### src/rtl/rr_req_gen_if.sv
// rr_req_gen_if: enqueue, scheduler (req/grant/stall) and dequeue signals of
// one requester slot. The master modport is the rr_req_gen side; the slave
// modport is the side that feeds enqueues, runs the scheduler and consumes
// dequeue commands.
interface rr_req_gen_if #(
  parameter int GSIZE     = 4,
  parameter int LOG_GSIZE = 2
);
  logic                 enq_valid;
  logic [LOG_GSIZE-1:0] enq_dst;
  logic                 enq_ready;
  logic [GSIZE-1:0]     req;
  logic                 stall;
  logic [GSIZE-1:0]     grant;
  logic                 deq_valid;
  logic [LOG_GSIZE-1:0] deq_dst;
  logic                 deq_ready;
  logic                 err;

  modport master (
    input  enq_valid, enq_dst, grant, deq_ready,
    output enq_ready, req, stall, deq_valid, deq_dst, err
  );

  modport slave (
    output enq_valid, enq_dst, grant, deq_ready,
    input  enq_ready, req, stall, deq_valid, deq_dst, err
  );
endinterface

### src/rtl/rr_req_gen.sv
// rr_req_gen: requester-side companion to one round-robin scheduler slot.
// Keeps a saturating pending-cell counter per destination, raises req for
// every non-empty destination, and turns each accepted grant into a
// registered dequeue command held until the cell buffer takes it.
// Optional macro RR_REQ_GRANT_CHK_EN: only exactly one-hot, requested grants
// are honoured; any other non-zero grant seen while not stalled sets a
// sticky err. Without it, err is 0 and the lowest requested grant bit wins.
module rr_req_gen #(
  parameter int GSIZE     = 4,
  parameter int LOG_GSIZE = 2,
  parameter int CNT_WIDTH = 6
) (
  input  logic         clk,
  input  logic         rst_n,
  input  logic         clr,
  rr_req_gen_if.master bus
);

  localparam logic [CNT_WIDTH-1:0] CNT_MAX = '1;

  logic [CNT_WIDTH-1:0] cnt [GSIZE];
  logic [GSIZE-1:0]     req_w;
  logic [GSIZE-1:0]     masked;
  logic [LOG_GSIZE-1:0] gnt_idx;
  logic                 gnt_legal;
  logic                 gnt_acc;
  logic                 enq_acc;
  logic                 enq_ready_w;
  logic                 stall_w;
  logic                 deq_valid_q;
  logic [LOG_GSIZE-1:0] deq_dst_q;

  // Full check uses the count before this cycle's update, so a same-cycle
  // grant to a full destination cannot make room for the enqueue.
  assign enq_ready_w = (cnt[bus.enq_dst] != CNT_MAX);
  assign enq_acc     = bus.enq_valid & enq_ready_w;
  assign stall_w     = deq_valid_q & ~bus.deq_ready;

  // Request vector straight from the registered counts.
  always_comb begin
    req_w = '0;
    for (int i = 0; i < GSIZE; i++) begin
      req_w[i] = (cnt[i] != '0);
    end
  end

  // Pick the granted destination: lowest set bit of the requested grant bits.
  always_comb begin
    masked  = bus.grant & req_w;
    gnt_idx = '0;
    for (int i = GSIZE - 1; i >= 0; i--) begin
      if (masked[i]) gnt_idx = LOG_GSIZE'(i);
    end
`ifdef RR_REQ_GRANT_CHK_EN
    gnt_legal = (bus.grant != '0) &&
                ((bus.grant & (bus.grant - GSIZE'(1))) == '0) &&
                (masked != '0);
`else
    gnt_legal = (masked != '0);
`endif
  end

  assign gnt_acc = gnt_legal & ~stall_w;

  // Per-destination pending counters; enqueue and dequeue to the same
  // destination in one cycle cancel out.
  always_ff @(posedge clk or negedge rst_n) begin
    if (!rst_n) begin
      for (int i = 0; i < GSIZE; i++) cnt[i] <= '0;
    end else if (clr) begin
      for (int i = 0; i < GSIZE; i++) cnt[i] <= '0;
    end else begin
      for (int i = 0; i < GSIZE; i++) begin
        if (enq_acc && (bus.enq_dst == LOG_GSIZE'(i)) &&
            !(gnt_acc && (gnt_idx == LOG_GSIZE'(i)))) begin
          if (cnt[i] != CNT_MAX) cnt[i] <= cnt[i] + 1'b1;
        end else if (gnt_acc && (gnt_idx == LOG_GSIZE'(i)) &&
                     !(enq_acc && (bus.enq_dst == LOG_GSIZE'(i)))) begin
          if (cnt[i] != '0) cnt[i] <= cnt[i] - 1'b1;
        end
      end
    end
  end

  // Dequeue command register: loads on an accepted grant (back-to-back with
  // a completing command), clears on completion, otherwise holds.
  always_ff @(posedge clk or negedge rst_n) begin
    if (!rst_n) begin
      deq_valid_q <= 1'b0;
      deq_dst_q   <= '0;
    end else if (clr) begin
      deq_valid_q <= 1'b0;
      deq_dst_q   <= '0;
    end else if (gnt_acc) begin
      deq_valid_q <= 1'b1;
      deq_dst_q   <= gnt_idx;
    end else if (bus.deq_ready) begin
      deq_valid_q <= 1'b0;
    end
  end

`ifdef RR_REQ_GRANT_CHK_EN
  logic err_q;

  // Sticky flag for any non-zero grant that is not legal; stalled grants are
  // ignored without flagging.
  always_ff @(posedge clk or negedge rst_n) begin
    if (!rst_n) begin
      err_q <= 1'b0;
    end else if (clr) begin
      err_q <= 1'b0;
    end else if (!stall_w && (bus.grant != '0) && !gnt_legal) begin
      err_q <= 1'b1;
    end
  end

  assign bus.err = err_q;
`else
  assign bus.err = 1'b0;
`endif

  assign bus.enq_ready = enq_ready_w;
  assign bus.req       = req_w;
  assign bus.stall     = stall_w;
  assign bus.deq_valid = deq_valid_q;
  assign bus.deq_dst   = deq_dst_q;

endmodule
### src/flat_wrapper.sv
// flat-port wrapper written by rule: the top's interface ports become plain ports
module rr_req_gen_flat 
#(
  parameter int GSIZE     = 4,
  parameter int LOG_GSIZE = 2,
  parameter int CNT_WIDTH = 6
)
  (clk, rst_n, clr, bus_enq_valid, bus_enq_dst, bus_grant, bus_deq_ready, bus_enq_ready, bus_req, bus_stall, bus_deq_valid, bus_deq_dst, bus_err);
  rr_req_gen_if #(.GSIZE(GSIZE), .LOG_GSIZE(LOG_GSIZE)) bus_i ();
  input  logic clk;
  input  logic rst_n;
  input  logic clr;
  input wire logic [$bits(bus_i.enq_valid)-1:0] bus_enq_valid;
  input wire logic [$bits(bus_i.enq_dst)-1:0] bus_enq_dst;
  input wire logic [$bits(bus_i.grant)-1:0] bus_grant;
  input wire logic [$bits(bus_i.deq_ready)-1:0] bus_deq_ready;
  output wire logic [$bits(bus_i.enq_ready)-1:0] bus_enq_ready;
  output wire logic [$bits(bus_i.req)-1:0] bus_req;
  output wire logic [$bits(bus_i.stall)-1:0] bus_stall;
  output wire logic [$bits(bus_i.deq_valid)-1:0] bus_deq_valid;
  output wire logic [$bits(bus_i.deq_dst)-1:0] bus_deq_dst;
  output wire logic [$bits(bus_i.err)-1:0] bus_err;
  assign bus_i.enq_valid = bus_enq_valid;
  assign bus_i.enq_dst = bus_enq_dst;
  assign bus_i.grant = bus_grant;
  assign bus_i.deq_ready = bus_deq_ready;
  assign bus_enq_ready = bus_i.enq_ready;
  assign bus_req = bus_i.req;
  assign bus_stall = bus_i.stall;
  assign bus_deq_valid = bus_i.deq_valid;
  assign bus_deq_dst = bus_i.deq_dst;
  assign bus_err = bus_i.err;
  rr_req_gen #(.GSIZE(GSIZE), .LOG_GSIZE(LOG_GSIZE), .CNT_WIDTH(CNT_WIDTH)) u_core (.clk(clk), .rst_n(rst_n), .clr(clr), .bus(bus_i));
endmodule
### config.mk
export PLATFORM = sky130hd
export DESIGN_NAME = rr_req_gen_flat
export DESIGN_NICKNAME = d
export VERILOG_FILES = /design/src/rtl/rr_req_gen_if.sv /design/src/rtl/rr_req_gen.sv /design/src/flat_wrapper.sv
export SDC_FILE = /design/constraint.sdc
export NUM_CORES = 1
export LEC_CHECK = 0
export CAP_MARGIN = 10
export CORE_ASPECT_RATIO = 0.75
export CORE_MARGIN = 8
export CORE_UTILIZATION = 25
export CTS_CLUSTER_DIAMETER = 30
export DETAILED_ROUTE_END_ITERATION = 10
export SLEW_MARGIN = 20
export SYNTH_ARGS = -nofsm -noshare
export SYNTH_HDL_FRONTEND = slang
export SYNTH_SLANG_ARGS = --single-unit
export TNS_END_PERCENT = 50
### constraint.sdc
create_clock -name clk -period 3.7 [get_ports clk]
set_input_delay 0.37 -clock clk [delete_from_list [all_inputs] [get_ports clk]]
set_output_delay 0.37 -clock clk [all_outputs]
set_load 0.05 [all_outputs]
==> results.json, run 1 <==
{
  "run_status": "finished clean",
  "num_antenna_cells": 0,
  "synthesis.area_per_instance_sq_um": 9.126,
  "post-route-cell-area_sq_um": 2781,
  "worst_ir_drop_vdd_mv": 0.5199,
  "start_util_pct": 25.91,
  "timing.critical_path.slowest_stage_cell": "nor4_2",
  "highest_net_fanout_along_the_worst_path": 6,
  "synthFlopType": "dfrtp_1",
  "synth.cell_area_sq_um": 2364,
  "p_leak_nw": 1.193,
  "detailed_routing_iteration_count_for_the_pre_antenna_repair_pass": 4,
  "postSynthNetCount": 293,
  "post_synth_edffs": 0,
  "arrival_ns": 3.55,
  "synth_cells": 259,
  "class_of_the_most_critical_hold_timing_path": "in -> async",
  "power_per_cell_area_nw_per_um2": 956.2,
  "total_clock_buffers_created_by_cts": 3,
  "cap_viol_max_count": 0,
  "die_y_microns": 100.2,
  "finalSetupViolations": 0,
  "period_minus_slack_ns": 3.361,
  "grt_pass1_wl_mm": 9.121,
  "dp.final_hpwl_mm": 4.439,
  "cts.repair.resized": 0,
  "cts.path.max_buffers": 2,
  "fillCellCount": 944,
  "grt_max_degree": 28,
  "cts_tree": "built",
  "initialDrtViolationCount": 121,
  "die_width_microns": 128.3,
  "fin_tns_setup_ns": 0,
  "ant_nets": 0,
  "track_usage_pct": 8.701,
  "grt_antenna_before_repair": 0,
  "routability_congestion": 0.8322,
  "mostFrequentLayoutCell": "dfrtp_1",
  "timing.critical_path.cells": "nor4_2, o211ai_1, nor4_4, nand2b_1, inv_1, fa_1, nor2b_1, o21a_1, nor3_1, or3b_2, mux2i_1",
  "worstMarginPinSlew_ns": 0.5751,
  "synth_seq_cells": 27,
  "drc_errors": 0,
  "first_global_vias": 1856,
  "critPathMaxStageDelay_ns": 0.47,
  "ys_async_sr_fraction_pct": 100.0,
  "htree_num_levels": 1,
  "rsz_0062_raised_after_global_routing": "false",
  "cp_data_required_time_ns": 3.89,
  "fmax_mhz": 297.5,
  "finalCritPeriodShare_pct": 90.84,
  "fin_util_pct": 30.49,
  "final_net_count": 313,
  "timing.final.hold_violations": 0,
  "clock_latency_ns": 0.27,
  "timing.slew.headroom_pct": 61.54,
  "worst_setup_hold_path_clk_slew_ns": 0.07,
  "tritoncts_num_sinks": 27,
  "synth_seq_area_share_pct": 28.59,
  "area_growth_syn_to_layout_pct": 17.68,
  "globalRoute.totalOverflow": 0,
  "detailroute.via_count": 1922,
  "cp.depth": 11,
  "fp-row-count": 30,
  "placeableCoreArea_sq_um": 9121,
  "post_route_cells_drive_above_1_share_pct": 11.51,
  "cts_setup_buffers": 0,
  "r2r_cells": 11,
  "place.port_buffers": 19,
  "final-max-slew-violation-count": 0,
  "yosysWarningCount": 0,
  "post_synth_num_cell_types": 60,
  "clockRootBuffer": "clkbuf_16",
  "layout_common_cells": "27 x dfrtp_1, 21 x inv_1, 19 x nor2_1, 19 x ha_1, 19 x clkdlybuf4s50_1",
  "timing.critical_path.from_type": "register",
  "io-pin-count": 21,
  "post_drt_via_cell_ratio": 4.734,
  "critical_path_buf_inv_count": 1,
  "timing.critical_path.max_delay_family": "simple AND/OR/NAND/NOR gates",
  "floorplan.die_area_sq_um": 12850,
  "total_wirelength_mm": 5.604,
  "fin_worst_skew_ns": 0.006138,
  "cts_hold_repair.buffers": 0,
  "placement.cell_area_sq_um": 2701,
  "worst-setup-path-type": "reg -> reg",
  "routedWlPerCell_microns": 13.80,
  "kind_of_end_point_of_the_critical_path": "register"
}
==> flip-flops by register name (all words and copies together) (netlist names) <==
name                  flops
u_core.bus.deq_dst        2
u_core.bus.deq_valid      1
u_core.cnt               24
==> layout make-up <==
class                   count  area (sq um)  area share (%)
flip-flops and latches     27         675.6           24.29
inverters                  22         82.58           2.969
clock buffers               3         75.07           2.699
multi-input cells         202          1563           56.19
repair buffers             23         220.2           7.917
well taps                 128         160.2           5.758
clock inverters             1         5.005          0.1799
==> logic make-up after synthesis <==
logic type / count (synthesis) / share of synthesized area, %
buffers and inverters: 30 / 5.294
xor gates and xnor gates: 10 / 4.341
AOI/OAI and AO/OA: 69 / 21.18
DFF: 27 / 28.59
and+or+nand+nor: 83 / 19.85
other: 1 / 0.1587
muxes: 16 / 7.147
adders and majority gates: 23 / 13.45
==> cells in the mapped netlist, types with 2 or more instances <==
library cell,instances,area (sq um)
o21a_1,3,22.52
o2111a_1,2,22.52
o311a_1,2,20.02
a21o_1,6,45.04
ha_1,19,237.7
a21bo_2,2,20.02
o21ai_0,9,45.04
a21boi_1,2,15.01
fa_1,4,80.08
o211ai_1,3,22.52
xnor2_1,6,52.55
nor4_1,2,12.51
and3_1,3,18.77
mux2_2,5,56.30
nor2b_1,8,50.05
nor2_1,19,71.32
o2111ai_1,3,26.28
nand4_1,6,37.54
dfrtp_1,27,675.7
xor2_1,2,17.52
xnor2_2,2,32.53
nand3_1,5,25.02
nand2_1,17,63.81
a211oi_1,4,30.03
o41ai_1,3,26.28
nor3_1,6,30.03
nor4_2,3,37.54
o31ai_1,2,15.01
clkbuf_1,5,18.77
or3_1,2,12.51
a31o_2,3,26.28
nand2b_1,2,12.51
mux2i_1,9,90.09
inv_1,21,78.83
a21oi_1,16,80.08
mux2_1,2,22.52
==> report_power, final <==
group / total (mW) / internal (mW) / switching [mW]
combinational: 1.81 / 0.778 / 1.04
sequential: 0.590 / 0.419 / 0.170
clock: 0.256 / 0.146 / 0.110
==> layer usage <==
metal	share of wire, %	global-route usage, %
met1	51	11.71
met2	45	13.84
met3	2.2	1.483
met4	1.5	2.641
met5	0	0
==> per-stage QoR <==
step,instances,setup WS (ns),hold WS [ns],power [mW]
floorplan,259,0.6355,0.07441,1.957
global placement,402,0.4030,0.5679,2.373
detailed placement,402,0.3316,0.5802,2.406
CTS,406,0.3205,0.4910,2.679
global route,406,0.02070,0.5137,2.873
finish,406,0.3391,0.4794,2.659
==> worst paths after layout <==
| check | startpoint | slack (ns) | endpoint |
|---|---|---|---|
| max reg2reg | u_core.cnt[14] | 0.34 | u_core.cnt[4] |
| min in group clk | u_core.cnt[4] | 0.59 | u_core.cnt[4] |
| max in group asynchronous | rst_n | 2.94 | u_core.cnt[5] |
| min reg2reg | u_core.cnt[4] | 0.59 | u_core.cnt[4] |
| max | u_core.cnt[14] | 0.34 | u_core.cnt[4] |
| min | rst_n | 0.48 | u_core.cnt[3] |
No activity file was read; power rests on OpenSTA's default activity.
==> run 2, diff against run 1 <==
CORE_UTILIZATION = 58   (was 25)
PLACE_DENSITY = 0.8   (was default)
==> run 2 against run 1 <==
Critical path depth unchanged. Count of clock-buffer cells in the layout unchanged. Global-route usage up 7.6 points. Via count is 3.7% higher. Critical path type unchanged. Critical endpoint unchanged. Design area down 4.8%.
==> results.json, run 2 (same netlist as run 1, synthesis figures left out) <==
{
  "run_status": "finished clean",
  "total_wirelength_mm": 5.205,
  "placement.cell_area_sq_um": 2603,
  "die_y_microns": 71.29,
  "grt_pass1_wl_mm": 8.914,
  "grt_max_degree": 32,
  "track_usage_pct": 16.29,
  "r2r-start": "u_core.cnt[19]",
  "worst_setup_hold_path_clk_slew_ns": 0.09,
  "fin_tns_setup_ns": 0,
  "detailed_routing_iteration_count_for_the_pre_antenna_repair_pass": 4,
  "class_of_the_most_critical_hold_timing_path": "in -> async",
  "fin_worst_skew_ns": 0.002717,
  "cts_hold_repair.buffers": 0,
  "arrival_ns": 3.57,
  "clock_latency_ns": 0.27,
  "final-max-slew-violation-count": 0,
  "cts_tree": "built",
  "worst_ir_drop_vdd_mv": 0.6848,
  "start_util_pct": 59.40,
  "worst-setup-path-type": "reg -> reg",
  "rsz_0062_raised_after_global_routing": "false",
  "cp_data_required_time_ns": 3.90,
  "preCtsSetupSlack_ns": 0.3783,
  "timing.slew.headroom_pct": 39.01,
  "num_antenna_cells": 0,
  "io-pin-count": 21,
  "finalSetupViolations": 0,
  "kind_of_end_point_of_the_critical_path": "register",
  "place.port_buffers": 19,
  "first_global_vias": 1931,
  "routability_congestion": 0.8106,
  "dp.final_hpwl_mm": 3.973,
  "p_leak_nw": 1.172,
  "footprint_of_the_multi_input_gates_sq_um": 1563,
  "floorplan.die_area_sq_um": 6395,
  "cts_setup_buffers": 0,
  "placeableCoreArea_sq_um": 3979,
  "layout_common_cells": "27 x dfrtp_1, 21 x inv_1, 19 x nor2_1, 19 x ha_1, 19 x clkdlybuf4s50_1",
  "mostFrequentLayoutCell": "dfrtp_1",
  "largest_register_ff_count": 24,
  "detailroute.via_count": 1993,
  "highest_net_fanout_along_the_worst_path": 6,
  "area_growth_syn_to_layout_pct": 12.07,
  "regMostFlops": "u_core.cnt",
  "initialDrtViolationCount": 99,
  "ant_nets": 0,
  "post_route_cells_drive_above_1_share_pct": 11.19,
  "routedWlPerCell_microns": 15.68,
  "timing.critical_path.from_type": "register",
  "post_drt_via_cell_ratio": 6.003,
  "final_net_count": 312,
  "drc_errors": 0,
  "post-route-cell-area_sq_um": 2649,
  "total_area_of_sequential_cells_sq_um": 675.6,
  "period_minus_slack_ns": 3.373,
  "worstSetupStartpoint": "u_core.cnt[19]",
  "die_width_microns": 89.71,
  "worst_setup_slack_final_ns": 0.3271,
  "power_per_cell_area_nw_per_um2": 969.2,
  "fp-row-count": 20,
  "cap_viol_max_count": 0,
  "total_clock_buffers_created_by_cts": 3,
  "clockRootBuffer": "clkbuf_8",
  "cts.path.max_buffers": 2,
  "timing.final.hold_violations": 0,
  "fmax_mhz": 296.5,
  "fillCellCount": 322,
  "cts.repair.resized": 0,
  "grt_antenna_before_repair": 0,
  "tritoncts_num_sinks": 27,
  "final.hold.worst_slack_ns": 0.4602,
  "finalCritPeriodShare_pct": 91.16,
  "htree_num_levels": 1,
  "worstMarginPinSlew_ns": 0.9073,
  "globalRoute.totalOverflow": 0
}
[run 2: path summary, 6_finish.rpt]
check | to | slack, ns | cells after the start
setup reg to reg | u_core.cnt[4] | 0.33 | 11
max in group asynchronous | u_core.cnt[14] | 2.97 | 2
setup / recovery | u_core.cnt[4] | 0.33 | 11
min in group clk | u_core.cnt[3] | 0.59 | 2
hold / removal | u_core.cnt[8] | 0.46 | 2
hold reg to reg | u_core.cnt[3] | 0.59 | 2
[run 2: cell type report]
| cell class | instances | area share, % |
|---|---|---|
| Inverter | 22 | 3.118 |
| Sequential cell | 27 | 25.51 |
| Timing Repair Buffer | 22 | 8.030 |
| Clock buffer | 3 | 1.559 |
| Clock inverter | 1 | 0.1889 |
| Multi-Input combinational cell | 202 | 59.00 |
| Tap cell | 55 | 2.598 |
[run 2: critical path, stage by stage, from the launching register on]
cell and delay, ns:
dfrtp_1 0.46, nor4_1 0.44, a21boi_1 0.24, nor4_4 0.43, nand2b_1 0.30, inv_1 0.11, fa_1 0.46, nor2b_1 0.13
o21a_1 0.13, nor3_1 0.04, or3b_2 0.43, mux2i_1 0.13
[run 2: through the flow]
stage	util, %	instances	power (mW)
after floorplan	-	259	1.957
after global placement	65.41	328	2.338
after detailed placement	65.41	328	2.385
after CTS	66.57	332	2.565
after global routing	66.57	332	2.781
final	66.57	332	2.567
[run 2: per-layer routing]
layer / part of all wire (%) / global-route usage, % / vias up
met3: 3.6 / 2.818 / 6
met5: 0 / 0 / -
met2: 46 / 26.71 / 36
met4: 0.81 / 3.364 / 0
met1: 49 / 21.95 / 963
li1: - / - / 988
[run 2: where the power goes]
part	switching, mW	internal, mW
combinational	1.03	0.774
clock	0.0912	0.0754
sequential	0.179	0.418
total	1.30	1.27
